[config.mk]
export PLATFORM = sky130hd
export DESIGN_NAME = aw_handler
export DESIGN_NICKNAME = d
export VERILOG_FILES = /design/src/rtl/gen_rw_pkg.sv /design/src/rtl/outstanding_cnt.sv /design/src/rtl/aw_handler.sv
export SDC_FILE = /design/constraint.sdc
export NUM_CORES = 1
export LEC_CHECK = 0
export BUFFER_PORTS_ARGS = -buffer_cell sky130_fd_sc_hd__buf_2
export CAP_MARGIN = 0
export CORE_MARGIN = 2
export CORE_UTILIZATION = 67
export CTS_CLUSTER_SIZE = 28
export DETAILED_ROUTE_END_ITERATION = 12
export PLACE_DENSITY = 0.94
export SLEW_MARGIN = 10
export SYNTH_ARGS = -nofsm -noshare
export SYNTH_HDL_FRONTEND = slang
export SYNTH_SLANG_ARGS = --single-unit
[constraint.sdc]
create_clock -name clk_i -period 23.8 [get_ports clk_i]
set_input_delay 5.95 -clock clk_i [delete_from_list [all_inputs] [get_ports clk_i]]
set_output_delay 5.95 -clock clk_i [all_outputs]
set_load 0.02 [all_outputs]
[src/rtl/gen_rw_pkg.sv]
// Shared types and helpers for the generic reader/writer traffic generator.
// Used by the AW/B handler and reused by the AR/R side.
package gen_rw_pkg;

  localparam int AXI_ADDR_W = 32;
  localparam int ID_W       = 4;

  localparam logic [1:0] RESP_OKAY  = 2'b00;
  localparam logic [1:0] BURST_INCR = 2'b01;

  typedef struct packed {
    logic [AXI_ADDR_W-1:0] addr;
    logic [8:0]            len;        // beats per transaction
    logic [15:0]           burst_len;  // transactions per job
    logic [2:0]            size;
    logic [ID_W-1:0]       id;
  } trans_data_t;

  typedef struct packed {
    logic [ID_W-1:0]       id;
    logic [AXI_ADDR_W-1:0] addr;
    logic [7:0]            len;
    logic [2:0]            size;
    logic [1:0]            burst;
    logic [3:0]            cache;
    logic [2:0]            prot;
  } aw_channel_t;

  typedef struct packed {
    logic [ID_W-1:0] id;
    logic [1:0]      resp;
  } b_channel_t;

  // Byte offset of transaction idx within a job; wraps modulo 2^AXI_ADDR_W.
  function automatic logic [AXI_ADDR_W-1:0] aw_offset(input logic [15:0] idx,
                                                      input logic [8:0]  len,
                                                      input logic [2:0]  size);
    logic [AXI_ADDR_W-1:0] bytes;
    bytes = AXI_ADDR_W'(len) << size;
    return AXI_ADDR_W'(idx) * bytes;
  endfunction

endpackage

[src/rtl/outstanding_cnt.sv]
// Saturating up/down counter of in-flight requests with full/empty flags.
// A decrement while empty is reported as underflow and leaves the count alone.
module outstanding_cnt #(
  parameter  int MAX = 4,
  localparam int CW  = $clog2(MAX+1)
) (
  input  logic          clk_i,
  input  logic          rst_i,
  input  logic          inc_i,
  input  logic          dec_i,
  output logic [CW-1:0] count_o,
  output logic          full_o,
  output logic          empty_o,
  output logic          underflow_o
);

  logic [CW-1:0] cnt_q, cnt_d;
  logic          inc_ok, dec_ok;

  assign empty_o     = (cnt_q == '0);
  assign full_o      = (cnt_q == CW'(MAX));
  assign underflow_o = dec_i && empty_o;
  assign dec_ok      = dec_i && !empty_o;
  assign inc_ok      = inc_i && (!full_o || dec_ok);
  assign count_o     = cnt_q;

  always_comb begin
    cnt_d = cnt_q;
    if (inc_ok && !dec_ok)      cnt_d = cnt_q + CW'(1);
    else if (dec_ok && !inc_ok) cnt_d = cnt_q - CW'(1);
  end

  always_ff @(posedge clk_i) begin
    if (rst_i) cnt_q <= '0;
    else       cnt_q <= cnt_d;
  end

endmodule

[src/rtl/aw_handler.sv]
// Write-address stage: issues burst_len AW requests with incrementing addresses,
// bounds in-flight writes, consumes B responses and reports done/error.
module aw_handler
  import gen_rw_pkg::*;
#(
  parameter int ADDR_WIDTH      = AXI_ADDR_W,
  parameter int MAX_OUTSTANDING = 4
) (
  input  logic                               clk_i,
  input  logic                               rst_i,
  output logic                               aw_valid_o,
  output aw_channel_t                        aw_data_o,
  input  logic                               aw_ready_i,
  input  logic                               b_valid_i,
  input  b_channel_t                         b_data_i,
  output logic                               b_ready_o,
  input  trans_data_t                        trans_data_i,
  input  logic                               enable_i,
  output logic                               ready_o,
  output logic                               done_o,
  output logic                               error_o,
  output logic [$clog2(MAX_OUTSTANDING+1)-1:0] outstanding_o
);

  typedef enum logic [1:0] {IDLE, ISSUE, DRAIN} state_e;

  localparam logic [AXI_ADDR_W-1:0] ADDR_MASK = {AXI_ADDR_W{1'b1}} >> (AXI_ADDR_W - ADDR_WIDTH);

  state_e      state_q, state_d;
  trans_data_t desc_q, desc_d;
  logic [15:0] issued_q, issued_d;
  logic        done_q, done_d;
  logic        err_q, err_d;
  logic        aw_hs, b_hs, cnt_full, cnt_empty, cnt_uflow;
  logic        unused_b_id;

  // Responses are counted, not matched against request ids.
  assign unused_b_id = ^b_data_i.id;

  // Count only drops while valid waits, so gating on full never retracts valid.
  assign aw_valid_o = (state_q == ISSUE) && !cnt_full;
  assign b_ready_o  = (state_q != IDLE);
  assign ready_o    = (state_q == IDLE);
  assign done_o     = done_q;
  assign error_o    = err_q;
  assign aw_hs      = aw_valid_o && aw_ready_i;
  assign b_hs       = b_valid_i && b_ready_o;

  outstanding_cnt #(.MAX(MAX_OUTSTANDING)) u_cnt (
    .clk_i       (clk_i),
    .rst_i       (rst_i),
    .inc_i       (aw_hs),
    .dec_i       (b_hs),
    .count_o     (outstanding_o),
    .full_o      (cnt_full),
    .empty_o     (cnt_empty),
    .underflow_o (cnt_uflow)
  );

  always_comb begin
    aw_data_o       = '0;
    aw_data_o.id    = desc_q.id;
    aw_data_o.addr  = (desc_q.addr + aw_offset(issued_q, desc_q.len, desc_q.size)) & ADDR_MASK;
    aw_data_o.len   = 8'(desc_q.len - 9'd1);
    aw_data_o.size  = desc_q.size;
    aw_data_o.burst = BURST_INCR;
  end

  always_comb begin
    state_d  = state_q;
    desc_d   = desc_q;
    issued_d = issued_q;
    done_d   = 1'b0;
    err_d    = err_q;
    case (state_q)
      IDLE: if (enable_i) begin
        desc_d   = trans_data_i;
        issued_d = '0;
        err_d    = 1'b0;
        state_d  = (trans_data_i.burst_len == 16'd0) ? DRAIN : ISSUE;
      end
      ISSUE: if (aw_hs) begin
        issued_d = issued_q + 16'd1;
        if (issued_q == desc_q.burst_len - 16'd1) state_d = DRAIN;
      end
      DRAIN: if (cnt_empty) begin
        done_d  = 1'b1;
        state_d = IDLE;
      end
      default: state_d = IDLE;
    endcase
    if (b_hs && (cnt_uflow || b_data_i.resp != RESP_OKAY)) err_d = 1'b1;
  end

  always_ff @(posedge clk_i) begin
    if (rst_i) begin
      state_q  <= IDLE;
      desc_q   <= '0;
      issued_q <= '0;
      done_q   <= 1'b0;
      err_q    <= 1'b0;
    end else begin
      state_q  <= state_d;
      desc_q   <= desc_d;
      issued_q <= issued_d;
      done_q   <= done_d;
      err_q    <= err_d;
    end
  end

endmodule

# ---- Word level (Yosys, flattened, before mapping)
# Index checks and enable logic that the tools add are counted.
dict set report totals {
  latchBits 0
  reg_bits 87
  inputBits 75
  romBits 0
  n_memories 0
  elab_cells 71
  mem_bits_rw 0
  output_inout_bits 64
}
dict set report op_classes {
  div_mod_pow 0
  bitwise 1
  muxes 15
  n_shift 1
  eq_ne 8
  reduce_logical 29
  multipliers 1
  add_sub_neg 6
  order_cmp 0
}
# operator n
set ops {}
lappend ops {{adder 32 bit} 1}
lappend ops {{multiplier 16 x 32 -> 32 bit} 1}
lappend ops {{2-to-1 mux 16 bit} 2}
lappend ops {{one-hot mux 16 bit (2 select lines)} 1}
lappend ops {{<< shifter 9 x 3 -> 32 bit} 1}
lappend ops {{adder 16 x 1 -> 16 bit, second input constant} 1}
lappend ops {{== test 16 bit} 1}
lappend ops {{zero test 16 bit} 1}
lappend ops {{subtractor 16 x 1 -> 16 bit, second input constant} 1}
lappend ops {{nonzero test 2 bit} 6}
lappend ops {{2-to-1 mux 2 bit} 5}
lappend ops {{logical AND 1 bit} 9}
lappend ops {{subtractor 8 x 1 -> 8 bit, second input constant} 1}
lappend ops {{2-to-1 mux 3 bit} 2}
lappend ops {{!= test 2 x 1 -> 1 bit, second input constant} 3}
lappend ops {{one-hot mux 2 bit (3 select lines)} 1}
lappend ops {{zero test 1 bit} 4}
lappend ops {{2-to-1 mux 1 bit} 4}
lappend ops {{AND reduction 2 bit} 2}
lappend ops {{AND reduction 4 bit} 1}
lappend ops {{adder 3 x 1 -> 3 bit, second input constant} 1}
lappend ops {{== test 3 bit, second input constant} 1}
lappend ops {{zero test 3 bit} 1}
lappend ops {{AND reduction 3 bit} 1}
lappend ops {{other kinds (8)} 9}

# ---- Longest topological paths before layout
# Gate-level depths: netlist (run 1).
dict set report logic_depth {
  ltp_word 9
  depth_mapped 27
  depth_no_buf 27
}

# ---- Cells and area by module
# Synthesis (run 1) repeated with hierarchy kept, for this count alone.
dict set report hier_totals {
  cells_unflattened 1738
  hier_area_um2 13979.7
}
# module area_each_um2 cells_each n_inst
set by_module_without_submodules {}
lappend by_module_without_submodules {aw_handler 13795.7 1718 1}
lappend by_module_without_submodules {outstanding_cnt 183.9 20 1}

# ---- Worst setup path before layout (run 1)
# Ideal clock, no wire load.
dict set report synth_path {
  path_kind {reg-to-output}
  from {reg desc_q, in the netlist aw_data_o[10]}
  to {out aw_data_o[50] (netlist bit)}
  t_arrival_ns 6.843
  path_buffers 2
  path_stages_with_launch 26
  path_slack_ns 11.007
  required_time_ns 17.850
  path_cell_list {dfxtp_1 > buf_2 > mux2i_1 > o21ai_0 > nor2_1 > a21oi_1 > clkbuf_1 > nand2_1 > fa_1 > fa_1 > fa_1 > fa_1 > inv_1 > fa_1 > inv_1 > fa_1 > inv_1 > ha_1 > a21oi_1 > o21ai_0 > or3_1 > o21ai_0 > a21oi_1 > o221a_2 > o21a_1 > o211ai_1}
}
# element line
set synth_lines {}
lappend synth_lines {{start: declaration} aw_handler.sv:30} ;# trans_data_t desc_q, desc_d;
lappend synth_lines {{start signal: assignment} aw_handler.sv:104} ;# desc_q <= desc_d;
lappend synth_lines {{end: declaration} aw_handler.sv:12} ;# output aw_channel_t aw_data_o,

==> results of run 1 <==
==> tightest hold or removal path, cell delays in order (launching register included) <==
cell and delay, ns:
dfxtp_1 0.31, nand2_1 0.05, a21oi_1 0.05
==> per-layer routing <==
metal,global-route usage,up-vias,part of all wire
met5,0,-,0
met2,0.596,745,0.49
met4,0.191,0,0.062
li1,-,5202,-
met3,0.0559,209,0.094
met1,0.392,5567,0.35
==> final timing paths <==
path / cells after the start / endpoint / startpoint
setup / recovery: 24 / aw_data_o[51] / aw_data_o[9]
hold / removal: 2 / aw_data_o[55] / aw_data_o[55]
setup reg to reg: 8 / state_q[0] / issued_q[10]
hold reg to reg: 2 / aw_data_o[55] / aw_data_o[55]
==> stage by stage <==
stage | area (µm²) | hold WS, ns | util | setup slack (ns) | cells
floorplan | 13800 | 0.436 | - | 11.01 | 1693
global placement | 14500 | 0.440 | 0.715 | 9.72 | 2003
detailed placement | 14500 | 0.445 | 0.715 | 9.61 | 2003
CTS | 14800 | 0.455 | 0.730 | 9.01 | 2019
global route | 14800 | 0.470 | 0.730 | 8.27 | 2019
finish | 14800 | 0.453 | 0.730 | 8.64 | 2019
==> cell type report <==
cell class                      count  share of cell area
Tap cell                          270              0.0229
Clock buffer                        9              0.0153
Clock inverter                      7             0.00508
Inverter                          354              0.0900
Multi-Input combinational cell   1155               0.700
Timing Repair Buffer              137              0.0485
Sequential cell                    87               0.118
==> cell families (layout without fill, tap and decap cells) <==
family,Yosys count,count (layout),synth area share
other,2,9,0.000545
adder cells (fa/ha/maj),329,329,0.422
buffers and inverters,451,507,0.127
flip-flops,87,87,0.126
AND/OR/NAND/NOR,564,564,0.193
AO/OA/AOI/OAI,168,168,0.0757
multiplexers,14,14,0.0104
XOR/XNOR,71,71,0.0451
==> layout by cell type, fill, tap and decap left out, types with 3 or more instances in the layout <==
cell and instances:
mux2i_1 11, a211oi_1 9, inv_6 3, buf_4 12, fa_1 226, o21ai_0 15, or2_2 5, and3_1 22
or3_1 7, nand3_1 12, nand4_1 11, nor2b_1 7, a21o_1 14, nor3_2 3, nor3_1 13, o21a_1 3
o21ba_2 3, a21oi_1 92, dfxtp_1 87, nor2_1 50, buf_2 125, mux2_2 3, nand2b_1 6, o21bai_1 3
conb_1 9, xor2_1 34, xnor2_1 37, and2_1 105, o31ai_1 5, ha_1 103, nand2_1 300, nor4_1 9
inv_1 353, clkbuf_16 9
==> registers in the layout (all words and copies together), names as in the netlist <==
name and flops:
done_o 1, u_cnt.count_o 3, state_q 2, error_o 1
desc_q 57, issued_q 16, aw_data_o 7
==> power groups by stage <==
stage | logic (W) | registers, W | clock network (W)
floorplan | 0.000128 | 0.000172 | 0
global placement | 0.000167 | 0.000175 | 0
detailed placement | 0.000175 | 0.000176 | 0
CTS | 0.000177 | 0.000173 | 0.000147
global route | 0.000196 | 0.000175 | 0.000152
finish | 0.000181 | 0.000174 | 0.000148
==> synthesized netlist by cell type, types with 22 or more instances <==
master    number
xor2_1        34
ha_1         103
a21oi_1       92
nor2_1        50
xnor2_1       37
dfxtp_1       87
nand2_1      301
and2_1       106
inv_1        353
fa_1         226
clkbuf_1      74
and3_1        22
==> results.md, run 1 <==
| Result | Reported | Unit |
|---|---|---|
| CTS Hold Bufs | 0 | - |
| Worst setup EP type | output pin | - |
| Max Transition Viols Final | 0 | - |
| Ys async rst share | 0 | - |
| Share of the clock period used by the worst path after layout | 0.637 | - |
| Final total power | 0.000502 | W |
| Height of the die | 147 | µm |
| Port bufs | 125 | - |
| Clock tree buffer depth | 2 | - |
| Power share of the combinational group | 0.360 | - |
| Final weighted congestion in routability-driven placement | 0.893 | - |
| Setup repair after global routing missed its margin | false | - |
| Internal portion of total power | 0.000294 | W |
| Buf+Inv Stages, Crit Path | 6 | - |
| Max Cap Violations | 0 | - |
| Unique cell type count in the Yosys netlist | 61 | - |
| Number of antenna violations at the first check in global routing | 0 | - |
| Final Hold Viols | 0 | - |
| Clock tree from TritonCTS | done | - |
| Sequential-to-total area share from yosys stat | 0.126 | - |
| CP Data Required Time | 17.85 | ns |
| Path type of the worst min-delay path | flip-flop to flip-flop | - |
| LEAKAGE | 7.61 | nW |
| H-Tree Depth | 3 | - |
| WP data arrival | 9.21 | ns |
| Delay contributed by the slowest stage of the critical path | 0.65 | ns |
| Net count reported at finish | 2148 | - |
| Most repeated library cell on the critical path | fa_1 | - |
| Final Routed Wirelength | 35400 | µm |
| Main area contributors after synthesis | fa_1, dfxtp_1, inv_1, ha_1, nand2_1 | - |
| Routed length per placed instance | 17.5 | µm |
| Switching portion of total power | 0.414 | - |
| Cell Area, Synth | 13800 | µm² |
| Post-CTS Setup Bufs | 0 | - |
| Synthesized instance count | 1686 | - |
| Count of boundary I/O pins | 139 | - |
| Effective utilization at floorplan | 0.682 | - |
| Detailed placement HPWL | 25900 | µm |
| Total via count in the routed design | 11723 | - |
| Area occupied by registers | 1740 | µm² |
| Number of detailed-routing iterations run before antenna repair | 8 | - |
| Count of final setup violators | 0 | - |
| Via density per instance | 5.81 | - |
| Main synth FF type | dfxtp_1 | - |
| Post-Route Setup TNS | 0 | ns |
| Maximum number of pins on one net before global-route repair | 74 | - |
| Area fraction of the dominant cell type after synthesis | 0.328 | - |
| Clk root buf | clkbuf_16 | - |
| CTS clk-pin slew, worst paths | 0.07 | ns |
| Fillcell total | 1290 | - |
| Synth-to-layout area growth | 7.06 | % |
| Power Density | 34.0 | nW/µm² |
| Minimum setup slack among reg-to-reg paths | 20.86 | ns |
| Type of element launching the critical path | flip-flop | - |
| Via count of the first global-routing pass | 12554 | - |
| Slowest cell on the critical path | dfxtp_1 | - |
| Number of gates resized after CTS | 0 | - |
| Placeable core region | 20200 | µm² |
| Actual slew at the worst max-slew pin | 1.21 | ns |
| Post-synth EDFFs | 0 | - |
| Inserted Clock Buffers | 9 | - |
| Slew headroom | 0.192 | - |
| Synthesis Warnings | 0 | - |
| Fin crit period | 15.16 | ns |
| Wire length of the first global-routing pass | 58700 | µm |
| Post-synthesis sequential element count | 87 | - |
| Crit-path max FO | 12 | - |
| Antenna-violating nets left | 0 | - |
| Die ar. | 21700 | µm² |
| Clock sink count | 87 | - |
| Sw power | 0.000208 | W |
| Clock insertion delay at the later pin of the skew report | 0.36 | ns |
| Synth Area per Inst | 8.18 | µm² |
| Width of the chip | 147 | µm |
| First DRT Iteration DRCs | 1061 | - |
| DRC | 0 | - |
| Diodes inserted | 0 | - |
| Area of the multi-input gates | 10300 | µm² |
| Proportion of layout cells with a drive suffix above 1 | 0.102 | - |
| Part of the power in registers | 0.346 | - |
| Cell family with most CP delay | adder cells | - |
| Leading area contributor after synthesis | fa_1 | - |
| Crit path cell chain | clkinv_1 > o21ai_0 > nor2_1 > a21oi_1 > buf_4 > nand2_1 > fa_1 > inv_1 > fa_1 > fa_1 > fa_1 > fa_1 > inv_1 > fa_1 > inv_1 > ha_1 > nand4_1 > or2_2 > a211oi_1 > o21ai_0 > a41oi_1 > nor4_1 > a311oi_1 > buf_2 | - |
| Highest achievable clock rate | 66.0 | MHz |
| Class of the most critical setup path | flip-flop to output pin | - |
| Worst vdd ir | 0.0422 | mV |
| Total Routing Usage GR | 0.338 | - |
| Clock network power share | 0.294 | - |
| Site Rows | 52 | - |
| Run status | complete, no violations | - |
| GR Overflow Total | 0 | - |
| Final worst clock skew | 0.0107 | ns |
Power figures use the tool's default switching activity.
==> run 2: changes to the inputs <==
--- a/config.mk
+++ b/config.mk
@@ -8,10 +8,10 @@
 export BUFFER_PORTS_ARGS = -buffer_cell sky130_fd_sc_hd__buf_2
 export CAP_MARGIN = 0
 export CORE_MARGIN = 2
-export CORE_UTILIZATION = 67
+export CORE_UTILIZATION = 56
 export CTS_CLUSTER_SIZE = 28
 export DETAILED_ROUTE_END_ITERATION = 12
-export PLACE_DENSITY = 0.94
+export PLACE_DENSITY = 0.84
 export SLEW_MARGIN = 10
 export SYNTH_ARGS = -nofsm -noshare
 export SYNTH_HDL_FRONTEND = slang
==> constraint.sdc (replaced) <==
create_clock -name clk_i -period 12.9 [get_ports clk_i]
set_input_delay 3.225 -clock clk_i [delete_from_list [all_inputs] [get_ports clk_i]]
set_output_delay 3.225 -clock clk_i [all_outputs]
set_load 0.02 [all_outputs]
==> run 2 against run 1 <==
  * Sequential share of layout area is 0.067 points lower
  * Count of clock-buffer cells in the layout is 1 higher
  * Routed wire length is 7.0% lower
  * Global-route usage is 7.3 points lower
  * Non-clock buffer count is 3 higher
  * Critical path depth is 3 higher
  * Flip-flop and latch count stayed put
  * Sequential power is 84% higher
  * Utilization is 12 points lower
  * Critical path type unchanged
  * Largest power group unchanged
==> results.md, run 2 (synthesized netlist as in run 1, its figures left out) <==
| Result | Reported | Unit |
|---|---|---|
| Via density per instance | 5.37 | - |
| Crit-path max FO | 15 | - |
| First DRT Iteration DRCs | 746 | - |
| Synth-to-layout area growth | 7.67 | % |
| Final worst clock skew | 0.0111 | ns |
| Wire length of the first global-routing pass | 55400 | µm |
| Worst-case setup margin in the final layout | 0.991 | ns |
| Total via count in the routed design | 11149 | - |
| Clock network power share | 0.302 | - |
| Proportion of layout cells with a drive suffix above 1 | 0.103 | - |
| Clock tree buffer depth | 2 | - |
| Effective utilization at floorplan | 0.569 | - |
| DRC | 0 | - |
| Post-CTS Setup Bufs | 0 | - |
| Max Transition Viols Final | 0 | - |
| WHS Endpoint | aw_data_o[53] | - |
| Width of the chip | 161 | µm |
| Clock tree from TritonCTS | done | - |
| Count of boundary I/O pins | 139 | - |
| Detailed placement HPWL | 25000 | µm |
| Final Routed Wirelength | 32900 | µm |
| Slew headroom | 0.274 | - |
| Routed length per placed instance | 15.8 | µm |
| Net count reported at finish | 2151 | - |
| Capture point of the worst reg-to-reg path | state_q[0] | - |
| Class of the most critical setup path | flip-flop to output pin | - |
| Post-Route Setup TNS | 0 | ns |
| LEAKAGE | 7.63 | nW |
| CTS clk-pin slew, worst paths | 0.07 | ns |
| Internal portion of total power | 0.000548 | W |
| Placed cell area | 14500 | µm² |
| Fin crit period | 11.91 | ns |
| Max Cap Violations | 0 | - |
| Clock insertion delay at the later pin of the skew report | 0.37 | ns |
| Sw power | 0.000374 | W |
| Inserted Clock Buffers | 9 | - |
| Actual slew at the worst max-slew pin | 1.08 | ns |
| Clock sink count | 87 | - |
| Launching point of the worst reg2reg path | issued_q[10] | - |
| Highest-count cells in the layout ignoring fill and taps | inv_1, nand2_1, fa_1 | - |
| Worst setup EP type | output pin | - |
| Power share of the combinational group | 0.351 | - |
| Diodes inserted | 0 | - |
| Dpl ws | 1.60 | ns |
| Area occupied by registers | 1740 | µm² |
| Number of antenna violations at the first check in global routing | 0 | - |
| Placeable core region | 24200 | µm² |
| CTS Hold Bufs | 0 | - |
| Final weighted congestion in routability-driven placement | 0.914 | - |
| Number of gates resized after CTS | 0 | - |
| WP data arrival | 8.68 | ns |
| Worst vdd ir | 0.0923 | mV |
| Number of cells traversed by the worst register-to-register path | 8 | - |
| Total Routing Usage GR | 0.265 | - |
| Height of the die | 161 | µm |
| Area of the multi-input gates | 10300 | µm² |
| Site Rows | 57 | - |
| Part of the power in registers | 0.346 | - |
| Power Density | 62.1 | nW/µm² |
| GR Overflow Total | 0 | - |
| Final Hold Viols | 0 | - |
| Port bufs | 125 | - |
| Post-layout util | 0.612 | - |
| Maximum number of pins on one net before global-route repair | 74 | - |
| Path type of the worst min-delay path | flip-flop to flip-flop | - |
| Highest achievable clock rate | 84.0 | MHz |
| Most frequent standard cell in the layout excluding fill and tap cells | inv_1 | - |
| Clk root buf | clkbuf_16 | - |
| Hold Startpoint | aw_data_o[53] | - |
| Share of the clock period used by the worst path after layout | 0.923 | - |
| Finished layout cell area | 14800 | µm² |
| Number of detailed-routing iterations run before antenna repair | 5 | - |
| Via count of the first global-routing pass | 11835 | - |
| CP Data Required Time | 9.68 | ns |
| Setup repair after global routing missed its margin | false | - |
| Count of final setup violators | 0 | - |
| Max FFs per register | 57 | - |
| H-Tree Depth | 3 | - |
| Switching portion of total power | 0.406 | - |
| Most flop-heavy register | desc_q | - |
| Minimum setup slack among reg-to-reg paths | 10.14 | ns |
| Hold Path Stages | 2 | - |
| Type of element launching the critical path | flip-flop | - |
| Die ar. | 25900 | µm² |
| Antenna-violating nets left | 0 | - |
| Fillcell total | 2017 | - |
| Run status | complete, no violations | - |
-- run 2: changes by cell type in the layout (fill, tap and decap cells not counted) --
cell        change
buf_4           +3
clkbuf_8        +1
clkinv_8        -2
clkinvlp_4      -1
inv_8           +2
nor2_1          -1
nor2_2          +1
nor3_1          +1
nor3_2          -1
-- run 2: metrics by stage --
stage,cells,hold slack [ns],total power (W)
4_1_cts,2076,0.453,0.000924
6_report,2076,0.452,0.000922
2_1_floorplan,1693,0.436,0.000553
5_1_grt,2076,0.476,0.000971
3_5_place_dp,2060,0.443,0.000647
3_3_place_gp,2060,0.440,0.000637
-- run 2: worst max-delay path by stage --
stage / from / end / slack (ns) / depth (start not counted)
CTS: aw_data_o[9] / aw_data_o[51] / 1.18 / 24
finish: aw_data_o[10] / aw_data_o[51] / 0.99 / 27
detailed placement: aw_data_o[9] / aw_data_o[51] / 1.60 / 24
floorplan: aw_data_o[10] / aw_data_o[50] / 2.83 / 25
global placement: aw_data_o[9] / aw_data_o[51] / 1.74 / 24
global route: aw_data_o[9] / aw_data_o[51] / 0.49 / 24
-- run 2: layout make-up --
type | instances | area share
Sequential cell | 87 | 0.117
Clock buffer | 10 | 0.0161
Inverter | 354 | 0.0895
Clock inverter | 6 | 0.00388
Tap cell | 324 | 0.0273
Timing Repair Buffer | 140 | 0.0497
Multi-Input combinational cell | 1155 | 0.696
-- run 2: critical path, stage by stage (launching register included) --
cell and delay, ns:
dfxtp_1 0.74, mux2_2 0.29, nor2_1 0.04, a21oi_1 0.20
nor2_1 0.06, a21oi_1 0.55, buf_4 0.29, and2_1 0.16
fa_1 0.41, inv_1 0.09, fa_1 0.44, fa_1 0.51
inv_1 0.05, fa_1 0.48, fa_1 0.49, inv_1 0.05
fa_1 0.47, inv_1 0.04, ha_1 0.38, nand2_1 0.07
o21ai_0 0.42, nor3_1 0.19, a211oi_1 0.68, o21ai_0 0.28
a41oi_1 0.36, nor4_1 0.08, a311oi_1 0.27, buf_2 0.21
-- run 2: metal layers --
metal | track usage | vias to the layer above | part of all wire
met2 | 0.466 | 431 | 0.50
li1 | - | 5210 | -
met4 | 0.117 | 0 | 0.041
met5 | 0 | - | 0
met1 | 0.320 | 5408 | 0.40
met3 | 0.0455 | 100 | 0.065
-- run 2: power groups by stage --
stage	logic, W	registers (W)	clock network (W)
detailed placement	0.000322	0.000325	0
floorplan	0.000236	0.000318	0
finish	0.000324	0.000320	0.000279
global placement	0.000313	0.000323	0
CTS	0.000323	0.000319	0.000281
global route	0.000358	0.000323	0.000289
